### src/rtl/dvp_camera_emitter_if.sv
// DVP emitter bus bundle: the RGB565 pixel stream feeding the emitter, the run controls,
// and the camera-style DVP outputs it drives.
//   master : the emitter side (consumes pixels and controls, drives the DVP bus)
//   slave  : the environment side (supplies pixels and controls, observes the DVP bus)
// Signals:
//   enable     run frames (sampled in IDLE and at frame end)
//   pat_en     select internal test pattern (only honoured when the generator is built)
//   s_pixel    RGB565 input pixel
//   s_valid    input pixel valid
//   s_ready    pixel consumed this cycle
//   vsync      frame sync, active-high
//   href       line valid, active-high
//   data       byte bus, high byte of each pixel first
//   frame_done one-cycle pulse at the end of each frame
//   underflow  sticky: a pixel was needed while s_valid was low
interface dvp_camera_emitter_if;
    logic        enable;
    logic        pat_en;
    logic [15:0] s_pixel;
    logic        s_valid;
    logic        s_ready;
    logic        vsync;
    logic        href;
    logic [7:0]  data;
    logic        frame_done;
    logic        underflow;

    modport master (
        input  enable, pat_en, s_pixel, s_valid,
        output s_ready, vsync, href, data, frame_done, underflow
    );

    modport slave (
        output enable, pat_en, s_pixel, s_valid,
        input  s_ready, vsync, href, data, frame_done, underflow
    );
endinterface

### src/rtl/dvp_camera_emitter.sv
// Camera stand-in: turns an RGB565 pixel stream into DVP vsync/href/data, two bytes per
// pixel, high byte first. Frame timing is free-running; a missing pixel is replaced by
// 16'h0000 and flagged on the sticky underflow output instead of stalling the bus.
//
// Ports:
//   pclk  pixel/byte clock, rising edge
//   rst   asynchronous, active-low reset
//   bus   dvp_camera_emitter_if.master (stream input, enable/pat_en, DVP outputs)
//
// Build option: define DVP_TX_PATTERN_EN to build the internal pattern generator
// (pixel = 16'hF800 + column, selected by pat_en latched at frame start). Without it,
// pat_en is ignored and the stream is always used.
//
// All outputs are registered from the current state, so they lag the FSM by one cycle.
// s_ready is registered from the next state so that it leads the high byte by one cycle.
module dvp_camera_emitter #(
    parameter int unsigned H_ACTIVE  = 640,
    parameter int unsigned V_ACTIVE  = 480,
    parameter int unsigned VSYNC_LEN = 4,
    parameter int unsigned VBP       = 2,
    parameter int unsigned H_BLANK   = 10,
    parameter int unsigned VFP       = 2
) (
    input logic                  pclk,
    input logic                  rst,
    dvp_camera_emitter_if.master bus
);

    localparam int unsigned BytesPerLine = 2 * H_ACTIVE;
    localparam int unsigned Max0   = (VSYNC_LEN > VBP) ? VSYNC_LEN : VBP;
    localparam int unsigned Max1   = (Max0 > BytesPerLine) ? Max0 : BytesPerLine;
    localparam int unsigned Max2   = (Max1 > H_BLANK) ? Max1 : H_BLANK;
    localparam int unsigned CntMax = (Max2 > VFP) ? Max2 : VFP;
    localparam int unsigned CntW   = $clog2(CntMax + 1);
    localparam int unsigned LineW  = $clog2(V_ACTIVE + 1);

    localparam logic [2:0] StIdle   = 3'd0;
    localparam logic [2:0] StVsync  = 3'd1;
    localparam logic [2:0] StVbp    = 3'd2;
    localparam logic [2:0] StActive = 3'd3;
    localparam logic [2:0] StHblank = 3'd4;
    localparam logic [2:0] StVfp    = 3'd5;

    logic [2:0]       state_q, state_d;
    logic [CntW-1:0]  cnt_q, cnt_d;      // per-state cycle counter; byte index in ACTIVE
    logic [LineW-1:0] line_q, line_d;
    logic             pat_q, pat_d;      // pattern selected for the current frame
    logic [15:0]      hold_q, hold_d;    // pixel whose low byte goes out next
    logic             vsync_q, vsync_d;
    logic             href_q, href_d;
    logic [7:0]       data_q, data_d;
    logic             s_ready_q, s_ready_d;
    logic             frame_done_q, frame_done_d;
    logic             underflow_q, underflow_d;

    logic             pat_sel;
    logic [15:0]      src_pixel;

`ifdef DVP_TX_PATTERN_EN
    assign pat_sel   = bus.pat_en;
    // Column index is the byte index halved; identical on every row.
    assign src_pixel = pat_q ? (16'hF800 + 16'(cnt_q >> 1))
                             : ((s_ready_q && bus.s_valid) ? bus.s_pixel : 16'h0000);
`else
    logic unused_pat_en;
    assign unused_pat_en = bus.pat_en;
    assign pat_sel       = 1'b0;
    assign src_pixel     = (s_ready_q && bus.s_valid) ? bus.s_pixel : 16'h0000;
`endif

    // Frame sequencing.
    always_comb begin
        state_d      = state_q;
        cnt_d        = cnt_q;
        line_d       = line_q;
        pat_d        = pat_q;
        frame_done_d = 1'b0;
        unique case (state_q)
            StIdle: begin
                if (bus.enable) begin
                    state_d = StVsync;
                    cnt_d   = '0;
                    pat_d   = pat_sel;
                end
            end
            StVsync: begin
                if (cnt_q == CntW'(VSYNC_LEN - 1)) begin
                    state_d = StVbp;
                    cnt_d   = '0;
                end else begin
                    cnt_d = cnt_q + 1'b1;
                end
            end
            StVbp: begin
                if (cnt_q == CntW'(VBP - 1)) begin
                    state_d = StActive;
                    cnt_d   = '0;
                end else begin
                    cnt_d = cnt_q + 1'b1;
                end
            end
            StActive: begin
                if (cnt_q == CntW'(BytesPerLine - 1)) begin
                    state_d = StHblank;
                    cnt_d   = '0;
                end else begin
                    cnt_d = cnt_q + 1'b1;
                end
            end
            StHblank: begin
                if (cnt_q == CntW'(H_BLANK - 1)) begin
                    cnt_d = '0;
                    if (line_q == LineW'(V_ACTIVE - 1)) begin
                        state_d = StVfp;
                        line_d  = '0;
                    end else begin
                        state_d = StActive;
                        line_d  = line_q + 1'b1;
                    end
                end else begin
                    cnt_d = cnt_q + 1'b1;
                end
            end
            StVfp: begin
                if (cnt_q == CntW'(VFP - 1)) begin
                    frame_done_d = 1'b1;
                    cnt_d        = '0;
                    if (bus.enable) begin
                        state_d = StVsync;
                        pat_d   = pat_sel;
                    end else begin
                        state_d = StIdle;
                    end
                end else begin
                    cnt_d = cnt_q + 1'b1;
                end
            end
            default: begin
                state_d = StIdle;
                cnt_d   = '0;
                line_d  = '0;
            end
        endcase
    end

    // Output and pixel path.
    always_comb begin
        vsync_d     = (state_q == StVsync);
        href_d      = (state_q == StActive);
        data_d      = 8'h00;
        hold_d      = hold_q;
        underflow_d = underflow_q;
        // Ready leads the even byte it feeds by one cycle.
        s_ready_d   = (state_d == StActive) && !cnt_d[0] && !pat_d;
        if (state_q == StActive) begin
            if (!cnt_q[0]) begin
                data_d = src_pixel[15:8];
                hold_d = src_pixel;
                if (s_ready_q && !bus.s_valid) begin
                    underflow_d = 1'b1;
                end
            end else begin
                data_d = hold_q[7:0];
            end
        end
    end

    always_ff @(posedge pclk or negedge rst) begin
        if (!rst) begin
            state_q      <= StIdle;
            cnt_q        <= '0;
            line_q       <= '0;
            pat_q        <= 1'b0;
            hold_q       <= 16'h0000;
            vsync_q      <= 1'b0;
            href_q       <= 1'b0;
            data_q       <= 8'h00;
            s_ready_q    <= 1'b0;
            frame_done_q <= 1'b0;
            underflow_q  <= 1'b0;
        end else begin
            state_q      <= state_d;
            cnt_q        <= cnt_d;
            line_q       <= line_d;
            pat_q        <= pat_d;
            hold_q       <= hold_d;
            vsync_q      <= vsync_d;
            href_q       <= href_d;
            data_q       <= data_d;
            s_ready_q    <= s_ready_d;
            frame_done_q <= frame_done_d;
            underflow_q  <= underflow_d;
        end
    end

    assign bus.vsync      = vsync_q;
    assign bus.href       = href_q;
    assign bus.data       = data_q;
    assign bus.s_ready    = s_ready_q;
    assign bus.frame_done = frame_done_q;
    assign bus.underflow  = underflow_q;

endmodule

### src/flat_wrapper.sv
// flat-port wrapper written by rule: the top's interface ports become plain ports
module dvp_camera_emitter_flat 
#(
    parameter int unsigned H_ACTIVE  = 640,
    parameter int unsigned V_ACTIVE  = 480,
    parameter int unsigned VSYNC_LEN = 4,
    parameter int unsigned VBP       = 2,
    parameter int unsigned H_BLANK   = 10,
    parameter int unsigned VFP       = 2
)
  (pclk, rst, bus_enable, bus_pat_en, bus_s_pixel, bus_s_valid, bus_s_ready, bus_vsync, bus_href, bus_data, bus_frame_done, bus_underflow);
  dvp_camera_emitter_if bus_i ();
  input logic pclk;
  input logic rst;
  input wire logic [$bits(bus_i.enable)-1:0] bus_enable;
  input wire logic [$bits(bus_i.pat_en)-1:0] bus_pat_en;
  input wire logic [$bits(bus_i.s_pixel)-1:0] bus_s_pixel;
  input wire logic [$bits(bus_i.s_valid)-1:0] bus_s_valid;
  output wire logic [$bits(bus_i.s_ready)-1:0] bus_s_ready;
  output wire logic [$bits(bus_i.vsync)-1:0] bus_vsync;
  output wire logic [$bits(bus_i.href)-1:0] bus_href;
  output wire logic [$bits(bus_i.data)-1:0] bus_data;
  output wire logic [$bits(bus_i.frame_done)-1:0] bus_frame_done;
  output wire logic [$bits(bus_i.underflow)-1:0] bus_underflow;
  assign bus_i.enable = bus_enable;
  assign bus_i.pat_en = bus_pat_en;
  assign bus_i.s_pixel = bus_s_pixel;
  assign bus_i.s_valid = bus_s_valid;
  assign bus_s_ready = bus_i.s_ready;
  assign bus_vsync = bus_i.vsync;
  assign bus_href = bus_i.href;
  assign bus_data = bus_i.data;
  assign bus_frame_done = bus_i.frame_done;
  assign bus_underflow = bus_i.underflow;
  dvp_camera_emitter #(.H_ACTIVE(H_ACTIVE), .V_ACTIVE(V_ACTIVE), .VSYNC_LEN(VSYNC_LEN), .VBP(VBP), .H_BLANK(H_BLANK), .VFP(VFP)) u_core (.pclk(pclk), .rst(rst), .bus(bus_i));
endmodule
### config.mk
export PLATFORM = sky130hd
export DESIGN_NAME = dvp_camera_emitter_flat
export DESIGN_NICKNAME = d
export VERILOG_FILES = /design/src/rtl/dvp_camera_emitter_if.sv /design/src/rtl/dvp_camera_emitter.sv /design/src/flat_wrapper.sv
export SDC_FILE = /design/constraint.sdc
export NUM_CORES = 1
export LEC_CHECK = 0
export CORE_ASPECT_RATIO = 0.8
export CORE_MARGIN = 8
export CORE_UTILIZATION = 49
export DETAILED_ROUTE_END_ITERATION = 10
export GPL_ROUTABILITY_DRIVEN = 0
export PLACE_DENSITY = 0.76
export SLEW_MARGIN = 20
export SYNTH_ARGS = -nofsm -noshare
export SYNTH_HDL_FRONTEND = slang
export SYNTH_SLANG_ARGS = --single-unit
### constraint.sdc
create_clock -name pclk -period 1.8 [get_ports pclk]
set_clock_uncertainty 0.05 [all_clocks]
set_input_delay 0.27 -clock pclk [delete_from_list [all_inputs] [get_ports pclk]]
set_output_delay 0.27 -clock pclk [all_outputs]
set_load 0.005 [all_outputs]
# --- After elaboration in Yosys (flattened, before gate mapping) ---
# Index checks and enable logic that the tools add are counted.
classes:
  addsub: 2
  n_eq_ne: 13
  n_mux: 26
  bitwise_logic: 2
  reduce_logical: 13
op_table:
  columns: ["op", "count"]
  rows:
  - ["$mux 11", 5]
  - ["$pmux 11 s5", 1]
  - ["$mux 3", 7]
  - ["$mux 9", 2]
  - ["$pmux 3 s6", 1]
  - ["$pmux 9 s2", 1]
  - ["$mux 16", 1]
  - ["$mux 8", 2]
  - ["$add 11x1->11 const B", 1]
  - ["$eq 11x1->1 const B", 1]
  - ["$eq 11x11->1 const B", 1]
  - ["$eq 11x2->1 const B", 1]
  - ["$eq 11x4->1 const B", 1]
  - ["$add 9x1->9 const B", 1]
  - ["$eq 3x2->1 const B", 3]
  - ["$eq 9x9->1 const B", 1]
  - ["$eq 3x3->1 const B", 2]
  - ["$mux 1", 5]
  - ["$reduce_or 5->1", 1]
  - ["$logic_and 1x1->1", 4]
  - ["$reduce_and 2->1", 2]
  - ["$eq 3x1->1 const B", 1]
  - ["$logic_not 1->1", 3]
  - ["$logic_not 3->1", 1]
  - ["other kinds (6)", 7]
word_totals:
  register_bits: 45
  in_bits: 21
  output_inout_bits: 13

# --- Depth between registers and ports, before layout ---
# Gate-level depths: netlist of run 1.
depth:
  depth_word: 7
  depth_mapped: 8
  depth_no_buf: 7

# --- Worst setup path before layout of run 1 ---
# OpenSTA, ideal clock, no wires.
synth_path:
  kind: "register -> register"
  startpoint: "register u_core.line_q[0]"
  endpoint: "register u_core.s_ready_q (netlist: u_core.bus.s_ready)"
  setup_ns: 0.129
  arrival_ns: 1.799
  slack_ns: -0.178
  stages_incl_launch_ff: 7
  n_path_buf: 0
  cell_sequence: "dfrtp_1 ha_1 nand4_1 o41ai_4 nor2_1 a311o_1 nor3b_2"
synth_between:
  elab_chain_cells: 7
synth_lines:
  columns: ["element", "line", "source"]
  rows:
  - ["from (decl)", "dvp_camera_emitter.sv:46", "logic [LineW-1:0] line_q, line_d;"]
  - ["from (signal assigned)", "dvp_camera_emitter.sv:184", "line_q <= line_d;"]
  - ["$eq 9x9->1", "dvp_camera_emitter.sv:113", "if (line_q == LineW'(V_ACTIVE - 1)) begin"]
  - ["$mux 3", "dvp_camera_emitter.sv:113", null]
  - ["$mux 3", "dvp_camera_emitter.sv:111", "if (cnt_q == CntW'(H_BLANK - 1)) begin"]
  - ["$pmux 3 s6", "dvp_camera_emitter.sv:78", "unique case (state_q)"]
  - ["net u_core.state_d[1]", "dvp_camera_emitter.sv:44", "logic [2:0] state_q, state_d;"]
  - ["$eq 3x2->1", "dvp_camera_emitter.sv:154", "s_ready_d = (state_d == StActive) && !cnt_d[0] && !pat_d;"]
  - ["$logic_and 1x1->1 (2 in a row)", "dvp_camera_emitter.sv:154", null]
  - ["net u_core.s_ready_d", "dvp_camera_emitter.sv:52", "logic s_ready_q, s_ready_d;"]
  - ["to (signal assigned)", "dvp_camera_emitter.sv:190", "s_ready_q <= s_ready_d;"]
  - ["to (decl)", "dvp_camera_emitter.sv:52", null]
# The timed path passes the listed nets, and every way through them passes these cells.
# A chain may end at the register's enable or synchronous reset.

# --- Worst setup path after layout of run 1 ---
layout_path:
  startpoint: "register u_core.cnt_q[4]"
  endpoint: "register u_core.cnt_q[2]"
layout_between:
  elab_chain_cells: 3
  elab_cells_between_ends: 9
layout_lines:
  columns: ["element", "line", "source"]
  rows:
  - ["from (decl)", "dvp_camera_emitter.sv:45", "logic [CntW-1:0] cnt_q, cnt_d;"]
  - ["from (signal assigned)", "dvp_camera_emitter.sv:183", "cnt_q <= cnt_d;"]
  - ["$eq 11x1->1, or another cell as far along", "dvp_camera_emitter.sv:95, dvp_camera_emitter.sv:125", null]
  - ["$mux 11 (on tied branches)", null, null]
  - ["$pmux 11 s5 *", "dvp_camera_emitter.sv:78", null]
# Every way passes the cells marked *; elsewhere a longest branch is shown, timed or not.

==> metrics.md, run 1 <==
| Metric | Value |
|---|---|
| Status | `finished, violations left` |
| Failing checks | `negative hold slack, negative setup slack` |
| Worst slack at placement | `-0.163 ns` |
| Tcrit/Tclk final | `108%` |
| Pleak | `1.49 nW` |
| Critical path type | `flip-flop to flip-flop` |
| Vias in the first global route | `2077` |
| Synth Area per Inst | `9.55 um^2` |
| Crit path max fanout | `5` |
| Layout filler cell count | `311` |
| CP Data Arrival Time | `2.09 ns` |
| Starting DRT DRC Count | `121` |
| TritonCTS Buffers | `5` |
| Clk buf depth | `2` |
| GRT Total Usage | `17.1%` |
| Max-Cap Viols | `0` |
| Port bufs | `32` |
| First-pass GRT wire length | `10000 um` |
| Crit path launch type | `flip-flop` |
| Num Clock Sinks | `45` |
| Die Span Y | `78.2 um` |
| Synth Instances | `248` |
| Setup ws final | `-0.143 ns` |
| #FFs+latches synth | `45` |
| Initial core utilization | `51.2%` |
| Die area | `7330 um^2` |
| CTS Hold Bufs | `0` |
| Placed Instances | `376` |
| Yosys cell types | `50` |
| Multi-input logic area | `1320 um^2` |
| Routed wirelength normalized by instance count | `16.8 um` |
| EDFF count, synth | `0` |
| Worst Setup End Kind | `flip-flop` |
| Detailed-route via count | `2210` |
| Final wirelength | `6640 um` |
| # IOs | `34` |
| Hpwl dp | `4350 um` |
| Core area | `4620 um^2` |
| Sequential-to-total area share from yosys stat | `47.6%` |
| Final Setup Violations | `19` |
| Worst-margin pin slew | `0.566 ns` |
| Number of remaining DRC errors | `0` |
| Setup TNS after final layout | `-2.05 ns` |
| Fin. Hold Viols | `39` |
| Post-synth top cells | `dfrtp_1, nand2_1, o21ai_0, nor2_1, nand3b_1` |
| Final non-filler cell total | `396` |
| Top cells by area, synth | `dfrtp_1, nand2_1, o21ai_0` |
| Row count | `22` |
| Hold Slack | `-0.0238 ns` |
| Area Growth Syn to Fin | `45.9%` |
| Post-route minimum period | `1.94 ns` |
| Top-count cell post-synth | `dfrtp_1` |
| Root buf cell | `clkbuf_8` |
| GRT Residual Overflow | `0` |
| Latest clock arrival within the worst-skew pair | `0.31 ns` |
| DR pass1 iterations | `4` |
| WP data required | `1.95 ns` |
| Warnings, synthesis | `0` |
| DR vias/cell | `5.58` |
| Mapped cell area | `2370 um^2` |
| Most area-hungry cell type in the Yosys netlist | `dfrtp_1` |
| H-tree depth | `2` |
| Final Max Tran Viols | `0` |
| Post-route ant nets | `0` |
| Fin nets | `359` |
| Largest net degree at the start of global routing | `46` |
| Clk slew on worst S/H paths | `0.09 ns` |
| CTS tree | `yes` |
| Sequential cell area | `1130 um^2` |
| Post-Syn Nets | `272` |
| RSZ-0062 raised after global routing | `yes` |
| P per Cell Area | `1090 nW/um^2` |
| Antenna violations before repair | `0` |
| Async set-reset flop share out of synthesis | `100%` |
| Most used DFF post-synth | `dfrtp_1` |
| Ant. Diodes | `0` |
| Hold crit path type | `input pin to async pin` |
| Slew headroom | `62.3%` |
| Die Width | `93.7 um` |
| Achievable Freq | `0.515 GHz` |
| Top cell type's share of synthesized area | `47.6%` |
| Ratio of cells with drive above 1 in the final layout | `35.7%` |
| Worst VDD drop | `0.639 mV` |
## where the power goes
group	switching, mW	internal (mW)
logic	0.914	0.877
clock network	0.369	0.276
registers	0.131	1.19
total	1.41	2.34
## stage by stage
stage	hold WS [ns]	utilization [%]	instance area [um^2]	power (mW)
floorplan	-0.0756	-	2380	2.19
global placement	0.338	66.3	3070	2.75
detailed placement	0.338	66.3	3070	2.79
CTS	0.000353	70.2	3250	3.60
global route	0.0358	74.7	3450	3.97
finish	-0.0238	74.7	3450	3.76
## layout by cell type, fill, tap and decap left out, types with 3 or more instances in the layout
cell / netlist / final
a21oi_1: 10 / 10
and2_1: 3 / 3
o21ai_1: 0 / 4
nand3b_1: 11 / 11
a31oi_1: 4 / 3
buf_4: 6 / 57
nor2_1: 18 / 9
inv_1: 9 / 9
clkbuf_8: 0 / 5
nand3_1: 7 / 6
o21ai_0: 20 / 10
nor2_4: 0 / 3
o21ai_2: 0 / 5
nor2_2: 0 / 6
nand4_1: 9 / 9
clkdlybuf4s50_1: 0 / 31
nand2_1: 37 / 35
buf_6: 0 / 4
xor2_1: 7 / 6
nor3b_2: 2 / 3
dfrtp_1: 45 / 44
## worst max-delay path: stages, from the launching register on
cell and delay (ns):
dfrtp_1 0.42, nor4_4 0.37, buf_4 0.19, a32oi_2 0.11
a211oi_2 0.27, and3_4 0.26, buf_8 0.14, nor2_2 0.04
## layout make-up
cell class / count / share of cell area [%]
Multi-Input combinational cell: 180 / 38.3
Tap cell: 60 / 2.17
Sequential cell: 45 / 32.6
Clock inverter: 3 / 0.652
Timing Repair Buffer: 94 / 23.3
Inverter: 9 / 0.978
Clock buffer: 5 / 1.99
## kinds of logic after synthesis
kind of cell,after synthesis,share of synthesized area [%]
simple gates,112,26.5
compound gates,54,15.8
flops,45,47.6
buf+inv,24,4.81
xor+xnor,9,3.33
fa+ha+maj,3,1.59
mux,1,0.423
## per-layer routing
metal / share of wire (%) / track usage [%] / up-vias
met3: 5.9 / 3.90 / 10
met4: 1.5 / 4.90 / 0
met1: 45 / 23.4 / 1075
met5: 0 / 0 / -
li1: - / - / 1056
met2: 47 / 26.4 / 69
## final timing paths
kind,slack (ns),start,endpoint,cells past startpoint
min in group pclk,0.44,u_core.hold_q[0]$_DFFE_PN0P_,u_core.hold_q[0]$_DFFE_PN0P_,2
setup reg to reg,-0.14,u_core.cnt_q[4]$_DFFE_PN0P_,u_core.cnt_q[2]$_DFFE_PN0P_,7
hold reg to reg,0.44,u_core.hold_q[0]$_DFFE_PN0P_,u_core.hold_q[0]$_DFFE_PN0P_,2
hold / removal,-0.02,rst,u_core.cnt_q[1]$_DFFE_PN0P_,2
setup / recovery,-0.14,u_core.cnt_q[4]$_DFFE_PN0P_,u_core.cnt_q[2]$_DFFE_PN0P_,7
max in group asynchronous,1.30,rst,u_core.state_q[2]$_DFF_PN0_,2
## flip-flops by register name (all words and copies together), names as in the netlist, 3 cells and up
| register | cells |
|---|---|
| u_core.bus.data | 8 |
| u_core.cnt_q | 11 |
| u_core.hold_q | 8 |
| u_core.line_q | 9 |
| u_core.state_q | 3 |
## repair_timing
| action | in CTS | in global routing |
|---|---|---|
| endpoints found under the setup margin | 19 | 21 |
| pin swaps | 8 | 21 |
| cloned | 1 | 1 |
| endpoints found under the hold margin | 0 | 0 |
| buffers inserted | 5 | 5 |
| resized for setup | 14 | 43 |
No activity file was read; power rests on OpenSTA's default activity.
==> inputs of run 2 (changes only) <==
==> constraint.sdc (replaced) <==
create_clock -name pclk -period 1.6 [get_ports pclk]
set_clock_uncertainty 0.05 [all_clocks]
set_input_delay 0.24 -clock pclk [delete_from_list [all_inputs] [get_ports pclk]]
set_output_delay 0.24 -clock pclk [all_outputs]
set_load 0.1 [all_outputs]
==> run 2 against run 1 <==
The flow finishes with violations (negative setup slack). Global-route usage up 2.3 points. Via count increased by 4.1%. Die area is the same. Worst hold slack gained 0.41 ns. Highest routed layer unchanged. Critical path type unchanged. Core utilization grew 6.1 points.
==> metrics.md, run 2 (synthesis gave the netlist of run 1 again) <==
| Metric | Value |
|---|---|
| DR pass1 iterations | `4 (unchanged)` |
| Ant. Diodes | `0 (unchanged)` |
| Initial core utilization | `51.2% (unchanged)` |
| Worst VDD drop | `1.47 mV (+130%)` |
| Worst path buffer plus inverter count | `2 (unchanged)` |
| Vias in the first global route | `2367 (+14%)` |
| Biggest regs | `u_core.cnt_q (11), u_core.line_q (9)` |
| Most used cell along the critical path | `a211oi_2` |
| Achievable Freq | `0.500 GHz (-2.9%)` |
| Die Width | `93.7 um (unchanged)` |
| Largest net degree at the start of global routing | `46 (unchanged)` |
| Biggest register | `u_core.cnt_q` |
| Root buf cell | `clkbuf_8` |
| Family with the most delay on the worst path | `simple AND/OR/NAND/NOR gates` |
| Setup ws final | `-0.402 ns (-0.258 ns)` |
| # IOs | `34 (unchanged)` |
| Final instance area | `3730 um^2 (+8.1%)` |
| Post-route ant nets | `0 (unchanged)` |
| Worst slack at placement | `-0.380 ns (-0.217 ns)` |
| Detailed-route via count | `2300 (+4.1%)` |
| Slew headroom | `73.6% (+11 points)` |
| TritonCTS Buffers | `5 (unchanged)` |
| Antenna violations before repair | `0 (unchanged)` |
| Die Span Y | `78.2 um (unchanged)` |
| Starting DRT DRC Count | `93 (-23%)` |
| First-pass GRT wire length | `11500 um (+14%)` |
| Tcrit/Tclk final | `125% (+17 points)` |
| Max-Cap Viols | `0 (unchanged)` |
| Pleak | `1.63 nW (+9.1%)` |
| Hold Slack | `0.387 ns (+0.411 ns)` |
| Core area | `4620 um^2 (unchanged)` |
| CP max stage delay | `0.42 ns (about the same)` |
| GRT Total Usage | `19.4% (+2.3 points)` |
| Hold crit path type | `input pin to async pin` |
| CP Data Arrival Time | `2.14 ns (+0.05 ns)` |
| H-tree depth | `2 (unchanged)` |
| Status | `finished, violations left` |
| Worst Setup End Kind | `flip-flop` |
| Clk buf depth | `2 (unchanged)` |
| Most frequent cells in the layout | `buf_4, dfrtp_1, nand2_1` |
| Area Growth Syn to Fin | `57.7%` |
| P per Cell Area | `1430 nW/um^2 (+32%)` |
| Final wirelength | `7120 um (+7.3%)` |
| R2R setup slack | `-0.40 ns (-0.26 ns)` |
| Slowest cell on crit path | `dfrtp_1` |
| Crit path launch type | `flip-flop` |
| Routed wirelength normalized by instance count | `17.5 um (+4.6%)` |
| Number of remaining DRC errors | `0 (unchanged)` |
| Die area | `7330 um^2 (unchanged)` |
| Worst-margin pin slew | `0.392 ns (-0.174 ns)` |
| Ratio of cells with drive above 1 in the final layout | `42.8% (+7.1 points)` |
| Final Max Tran Viols | `0 (unchanged)` |
| Max reg flops | `11 (unchanged)` |
| Worst reg2reg startpoint | `u_core.cnt_q[8]$_DFFE_PN0P_` |
| Most common cell after layout, fill and taps aside | `buf_4` |
| Num Clock Sinks | `45 (unchanged)` |
| Clk slew on worst S/H paths | `0.09 ns (about the same)` |
| Critical path, cell by cell | `nor4_4, buf_4, nand4_1, a211oi_2, and3_4, buf_6, a211oi_2` |
| WP data required | `1.74 ns (-0.21 ns)` |
| CTS tree | `yes` |
| Worst Setup SP | `u_core.cnt_q[8]$_DFFE_PN0P_` |
| Placed cell area | `3270 um^2 (+6.6%)` |
| RSZ-0062 raised after global routing | `yes` |
| Failing checks | `negative setup slack` |
| GRT Residual Overflow | `0 (unchanged)` |
| Post-route minimum period | `2.00 ns (+0.0585 ns)` |
| Critical path type | `flip-flop to flip-flop` |
| Port bufs | `32 (unchanged)` |
| DR vias/cell | `5.67 (+1.5%)` |
| Hpwl dp | `4430 um (+1.8%)` |
| Fin nets | `369 (+2.8%)` |
| Util after Layout | `80.7% (+6.1 points)` |
| Crit path max fanout | `4 (-1)` |
| Fin. Hold Viols | `0 (-100%)` |
| Latest clock arrival within the worst-skew pair | `0.30 ns (about the same)` |
| Row count | `22 (unchanged)` |
| Final Setup Violations | `31 (+12)` |
[run 2: cell count changes in the layout (fill, tap and decap cells not counted), sizes merged, moves of 2 or more]
cell           delta
clkdlybuf4s50    -13
buf              +23
clkinvlp          +2
clkinv            -3
[run 2: final cells by class]
cell class                      count  area, um^2
Tap cell                           60        75.1
Timing Repair Buffer              105        1070
Clock inverter                      2        15.0
Inverter                            9        33.8
Multi-Input combinational cell    179        1330
Clock buffer                        6        72.6
Fill cell                         238         891
Sequential cell                    45        1130
[run 2: metrics by stage]
step / power, mW / cells / setup TNS (ns)
after floorplan: 2.98 / 248 / -3.29
after global placement: 3.88 / 381 / -6.49
after detailed placement: 3.93 / 381 / -7.96
after CTS: 5.08 / 400 / -5.36
after global routing: 5.60 / 406 / -9.34
final: 5.35 / 406 / -7.06
[run 2: final timing paths]
check	depth (start not counted)	end
setup / recovery	7	u_core.cnt_q[1]$_DFFE_PN0P_
hold / removal	3	u_core.bus.data[5]$_DFF_PN0_
setup reg to reg	7	u_core.cnt_q[1]$_DFFE_PN0P_
hold reg to reg	2	u_core.hold_q[6]$_DFFE_PN0P_
max in group asynchronous	3	u_core.state_q[2]$_DFF_PN0_
min in group pclk	3	u_core.hold_q[7]$_DFFE_PN0P_
[run 2: layer usage]
layer  vias up  routed length (um)  global-route usage (%)
met1      1125                3160                    24.6
li1       1076                   -                       -
met4         0                 116                    5.06
met5         -                   0                       0
met2        87                3370                    31.5
met3        12                 472                    5.89
[run 2: power breakdown]
part | total [mW] | switching (mW) | internal [mW] | leakage, nW
combinational | 3.08 | 1.70 | 1.38 | 0.981
sequential | 1.55 | 0.201 | 1.35 | 0.606
clock | 0.714 | 0.405 | 0.308 | 0.0374
total | 5.35 | 2.30 | 3.05 | 1.63
[run 2: what timing repair did]
| action | in CTS | in global routing |
|---|---|---|
| endpoints found under the hold margin | 45 | 0 |
| cloned | 3 | 0 |
| hold buffers | 1 | 0 |
| setup endpoints to repair | 34 | 35 |
| pin swaps | 26 | 9 |
| resized for setup | 56 | 20 |
| setup buffers | 7 | 7 |
[run 2: worst register-to-register path, cell delays in order (launching register included)]
cell and delay [ns]:
dfrtp_1 0.42, nor4_4 0.33, buf_4 0.19, nand4_1 0.15, a211oi_2 0.32, and3_4 0.27, buf_6 0.12, a211oi_2 0.04
